`src/rtl/pipe_stage_skid.sv`:
```
// Inter-stage pipeline register with a 2-entry skid buffer, flush and stall handling.
// Optional stall/bubble counters are enabled by defining PIPE_SKID_PERF_EN.
module pipe_stage_skid #(
  parameter int LANES = 2,
  parameter int WIDTH = 64,
  parameter int CNT_W = 32
) (
  input  logic                   clk,
  input  logic                   rst,
  input  logic                   flush,
  input  logic                   in_valid,
  output logic                   in_ready,
  input  logic [LANES-1:0]       in_lane_valid,
  input  logic [LANES*WIDTH-1:0] in_data,
  output logic                   out_valid,
  input  logic                   out_ready,
  output logic [LANES-1:0]       out_lane_valid,
  output logic [LANES*WIDTH-1:0] out_data,
  output logic [CNT_W-1:0]       stall_cnt,
  output logic [CNT_W-1:0]       bubble_cnt
);

  typedef enum logic [1:0] {
    EMPTY = 2'd0,
    FULL  = 2'd1,
    SKID  = 2'd2
  } state_e;

  state_e state_q, state_d;
  logic   rdy_q, rdy_d;

  logic [LANES-1:0]       m_lv_q, m_lv_d;
  logic [LANES*WIDTH-1:0] m_dat_q, m_dat_d;
  logic [LANES-1:0]       s_lv_q, s_lv_d;
  logic [LANES*WIDTH-1:0] s_dat_q, s_dat_d;

  logic accept;
  logic pop;

  assign accept = in_valid & rdy_q;
  assign pop    = (state_q != EMPTY) & out_ready;

  always_comb begin
    state_d = state_q;
    m_lv_d  = m_lv_q;
    m_dat_d = m_dat_q;
    s_lv_d  = s_lv_q;
    s_dat_d = s_dat_q;
    case (state_q)
      EMPTY: begin
        if (accept) begin
          state_d = FULL;
          m_lv_d  = in_lane_valid;
          m_dat_d = in_data;
        end
      end
      FULL: begin
        if (accept && pop) begin
          m_lv_d  = in_lane_valid;
          m_dat_d = in_data;
        end else if (accept) begin
          state_d = SKID;
          s_lv_d  = in_lane_valid;
          s_dat_d = in_data;
        end else if (pop) begin
          state_d = EMPTY;
          m_lv_d  = '0;
          m_dat_d = '0;
        end
      end
      SKID: begin
        if (pop) begin
          state_d = FULL;
          m_lv_d  = s_lv_q;
          m_dat_d = s_dat_q;
          s_lv_d  = '0;
          s_dat_d = '0;
        end
      end
      default: begin
        state_d = EMPTY;
        m_lv_d  = '0;
        m_dat_d = '0;
        s_lv_d  = '0;
        s_dat_d = '0;
      end
    endcase
    // Flush drops both entries and whatever was offered this cycle.
    if (flush) begin
      state_d = EMPTY;
      m_lv_d  = '0;
      m_dat_d = '0;
      s_lv_d  = '0;
      s_dat_d = '0;
    end
    rdy_d = (state_d != SKID);
  end

  always_ff @(posedge clk) begin
    if (rst) begin
      state_q <= EMPTY;
      rdy_q   <= 1'b1;
      m_lv_q  <= '0;
      m_dat_q <= '0;
      s_lv_q  <= '0;
      s_dat_q <= '0;
    end else begin
      state_q <= state_d;
      rdy_q   <= rdy_d;
      m_lv_q  <= m_lv_d;
      m_dat_q <= m_dat_d;
      s_lv_q  <= s_lv_d;
      s_dat_q <= s_dat_d;
    end
  end

  assign in_ready       = rdy_q;
  assign out_valid      = (state_q != EMPTY);
  assign out_lane_valid = m_lv_q;
  assign out_data       = m_dat_q;

`ifdef PIPE_SKID_PERF_EN
  logic [CNT_W-1:0] stall_q, stall_d;
  logic [CNT_W-1:0] bubble_q, bubble_d;

  always_comb begin
    stall_d  = stall_q;
    bubble_d = bubble_q;
    if (out_valid && !out_ready && !(&stall_q))
      stall_d = stall_q + CNT_W'(1);
    if (!out_valid && out_ready && !(&bubble_q))
      bubble_d = bubble_q + CNT_W'(1);
  end

  // Counters survive flush; only reset clears them.
  always_ff @(posedge clk) begin
    if (rst) begin
      stall_q  <= '0;
      bubble_q <= '0;
    end else begin
      stall_q  <= stall_d;
      bubble_q <= bubble_d;
    end
  end

  assign stall_cnt  = stall_q;
  assign bubble_cnt = bubble_q;
`else
  assign stall_cnt  = '0;
  assign bubble_cnt = '0;
`endif

endmodule

```
`config.mk`:
```
export PLATFORM = sky130hd
export DESIGN_NAME = pipe_stage_skid
export DESIGN_NICKNAME = d
export VERILOG_FILES = /design/src/rtl/pipe_stage_skid.sv
export SDC_FILE = /design/constraint.sdc
export NUM_CORES = 1
export LEC_CHECK = 0
export CORE_MARGIN = 2
export CORE_UTILIZATION = 23
export DETAILED_ROUTE_END_ITERATION = 10
export HOLD_SLACK_MARGIN = 0.02
export PLACE_DENSITY = 0.43
export SYNTH_ARGS = -nofsm -noshare
export SYNTH_HDL_FRONTEND = slang
export SYNTH_SLANG_ARGS = --single-unit
```
`constraint.sdc`:
```
create_clock -name clk -period 3.8 [get_ports clk]
set_clock_uncertainty 0.05 [all_clocks]
set_input_delay 0.38 -clock clk [delete_from_list [all_inputs] [get_ports clk]]
set_output_delay 0.38 -clock clk [all_outputs]
set_load 0.1 [all_outputs]
```
Word level (Yosys, flattened, before mapping)
Index checks and enable logic that the tools add are counted.

Bits in registers: 263. Input bits: 135. Output and inout port bits: 196. Word-level logic and storage cells: 47.

Eq/ne operators: 9. Multiplexer cells: 23. Bitwise logic cells: 3. Reduce and logical (&&, ||, !) cells: 6.

Operators by type and width (count): $mux 128 (6); $pmux 128 s3 (2); $mux 2 (12); $pmux 2 s3 (3); $ne 2x2->1 const B (5); $reduce_and 4->1 (2); $ne 3x3->1 const B (2); $and 1x1->1 (2); $eq 2x1->1 const B (1); $eq 2x2->1 const B (1); $logic_not 2->1 (1); $reduce_bool 2->1 (1); $reduce_or 2->1 (1); $logic_and 1x1->1 (1); $not 1->1 (1).

Longest topological paths before layout
Depth after elaboration: 8. Gate-level depth with buffers: 8.

Worst setup path before layout
No wires, ideal clock.

Path type: reg2reg. Start point: register rdy_q (netlist: in_ready). End point: register m_dat_q[0] (netlist: out_data[0]). Library setup time: 0.128 ns. Data arrival time: 2.049 ns. Setup slack: 1.573 ns. Cell stages (with the launch flop): 7. Path buffers: 2. Clock period less this slack: 2.227 ns. Cells stage by stage: dfxtp_1 -> nand3b_1 -> a22o_1 -> buf_2 -> buf_2 -> a22oi_1 -> nor2_1.

Cells in the longest elaborated chain, start to end: 4. Elaborated cells on any way between the ends: 8.

RTL lines: start, declared (RTL line 30) `logic rdy_q, rdy_d;`; start signal, assigned (RTL line 109) `rdy_q <= rdy_d;`; $and 1x1->1 * (RTL line 40) `assign accept = in_valid & rdy_q;`; $logic_and 1x1->1 (RTL line 58) `if (accept && pop) begin`; $ne 3x3->1 (no line) or $mux 128 (tied branches); $reduce_and 4->1 (no line) or $pmux 128 s3 (tied branches); end signal, assigned (RTL line 111) `m_dat_q <= m_dat_d;`; end, declared (RTL line 33) `logic [LANES*WIDTH-1:0] m_dat_q, m_dat_d;`.

Every way passes the cells marked *; elsewhere a longest branch is shown, timed or not. A chain may end at the register's enable or synchronous reset.

Final worst setup path
Start point: register state_q[0]. End point: output port out_valid.

Cells in the longest elaborated chain, start to end: 1.

RTL lines: start, declared (RTL line 29) `state_e state_q, state_d;`; start signal, assigned (RTL line 108) `state_q <= state_d;`; $reduce_bool 2->1 (RTL line 118) `assign out_valid = (state_q != EMPTY);`; end, declared (RTL line 15) `output logic out_valid,`.

No other way between the ends.

==> impl_metrics.tcl <==
set metrics [dict create \
    multi_input_area_mm2 0.00694 \
    antenna_found_initial 2 \
    dieWidth_um 242 \
    dp_hpwl_um 24600 \
    cp-start-kind "register" \
    path_clk_slew_ns 0.06 \
    finalNetCount 1717 \
    leakage_nw 5.74 \
    hold_viol 0 \
    clk_latency_ns 0.53 \
    slew_headroom 0.245 \
    p_per_area_mw_per_mm2 445 \
    synthCells 1393 \
    cts_root_buffer "clkbuf_16" \
    numCtsBuffers 35 \
    drv_cap 0 \
    finalWorstSetupSlack_ns 0.982 \
    synth_top_cell_area_share 0.403 \
    max_freq_ghz 0.355 \
    peakVddDrop_v 0.000233 \
    syn2layout_area_growth_pct 31.0 \
    netlist_top_cells_area "dfxtp_1, mux2i_1, o2bb2ai_1" \
    crit_type "reg -> out" \
    yosysSeqAreaShare 0.403 \
    hp-class "reg -> reg" \
    worst_pin_slew_ns 1.13 \
    ctsHoldBuffers 0 \
    grt_max_degree 99 \
    via_count 10600 \
    min_period_over_period 0.742 \
    crit_fanout 64 \
    synth_area_leader_cell "dfxtp_1" \
    synth-seq-cells 263 \
    firstDrtPassIters 4 \
    synth.avg_cell_area_um2 9.38 \
    die_h_um 242 \
    syn-cell-area_mm2 0.0131 \
    grt_pass1_wl_um 65000 \
    rsz0062_at_grt "false" \
    report.final.slew_viol_count 0 \
    initial_core_util 0.232 \
    antenna_cells 0 \
    ios 331 \
    cts_tree "yes" \
    hold_ws_ns 0.438 \
    ys_types 27 \
    postCtsSetupRepairBufs 0 \
    grt-ovfl-total 0 \
    setup_viol 0 \
    grt_use_total 0.140 \
    grt_pass1_vias 10500 \
    worstSetupEndpointType "output port" \
    final_common_cell "clkdlybuf4s50_1" \
    antenna_left 0 \
    fillCellCount 5890 \
    cts.sinks 263 \
    routedWlPerCell_um 17.9 \
    drtIter0Drc 422 \
    die-area_mm2 0.0587 \
    gp_congestion 0.706 \
    core_area_mm2 0.0563 \
    status "finished, final reports clean" \
    yosysWarnings 0 \
    wl_um 42200 \
    final_cell_mix "clkdlybuf4s50_1, nor2_1, mux2i_1, dfxtp_1" \
    setup_tns_ns 0 \
    cts.htree.levels 2 \
    drive_above_1_share 0.0505 \
    vias_per_cell 4.50 \
    crit_arrival_ns 2.39 \
    worstPathRequired_ns 3.37 \
    power_w 0.00762 \
    cts_resized 0 \
    regArea_mm2 0.00527 \
    drc 0 \
    place_ws_ns 0.959 \
    rows 87 \
    post-route-min-period_ns 2.82 \
    cts_buffer_depth 3 \
    io_buffers 266 \
]
[synthesized netlist by cell type, drive strengths merged]
cell type,count
o21ai,1
a22o,1
dfxtp,263
o22a,1
conb,1
o211ai,1
a22oi,130
or3,1
o2bb2ai,130
clkbuf,46
nor2,262
o21ba,1
mux2i,261
nand2,1
and3b,1
or2,2
buf,150
and2,130
nand3,1
and4b,1
nor3,1
nand3b,4
a21oi,2
and2b,1
[final timing paths]
path                     start      endpoint  slack [ns]  cells past startpoint
setup / recovery    state_q[0]     out_valid        0.98                      3
hold / removal    s_dat_q[114]  s_dat_q[114]        0.44                      2
setup reg to reg    state_q[1]  out_data[60]        1.26                      5
hold reg to reg   s_dat_q[114]  s_dat_q[114]        0.44                      2
[flip-flops by register name, summed over array words and instances, names as in the netlist]
signal and count:
s_dat_q 128, in_ready 1, out_lane_valid 2, out_data 128, state_q 2, s_lv_q 2
[report_power, final]
part,switching [W],internal (W)
logic,0.00117,0.000449
clock network,0.00129,0.00185
registers,0.0000463,0.00282
total,0.00250,0.00512
[kinds of logic (layout without fill, tap and decap cells)]
group | after synthesis | in the layout | share of synthesized area
other | 1 | 64 | 0.000287
AOI/OAI and AO/OA | 267 | 267 | 0.166
DFF | 263 | 263 | 0.403
muxes | 261 | 261 | 0.200
and+or+nand+nor | 405 | 405 | 0.144
buffers and inverters | 196 | 344 | 0.0861
[layer usage]
layer	global-route usage	wire, um	vias to the layer above
met1	0.181	19700	5171
met5	0	23	-
met4	0.0432	831	4
li1	-	-	5182
met3	0.0249	1580	53
met2	0.238	20100	209
[through the flow]
step	std cells	util	instance area, um^2
3_5_place_dp	2301	0.285	16000
4_1_cts	2360	0.304	17100
6_report	2360	0.304	17100
2_1_floorplan	1456	-	13300
5_1_grt	2360	0.304	17100
3_3_place_gp	2301	0.285	16000
[area by class of cell]
class	count	share of cell area
clock buffers	51	0.0594
clock inverters	8	0.00314
multi-input cells	997	0.406
flip-flops and latches	263	0.308
well taps	756	0.0553
repair buffers	285	0.168
[worst max-delay path, stage by stage, from the launching register on]
cell and delay, ns:
dfxtp_4 0.56, buf_4 0.73, or2_2 0.24, buf_4 0.28
No activity file was read; power rests on OpenSTA's default activity.
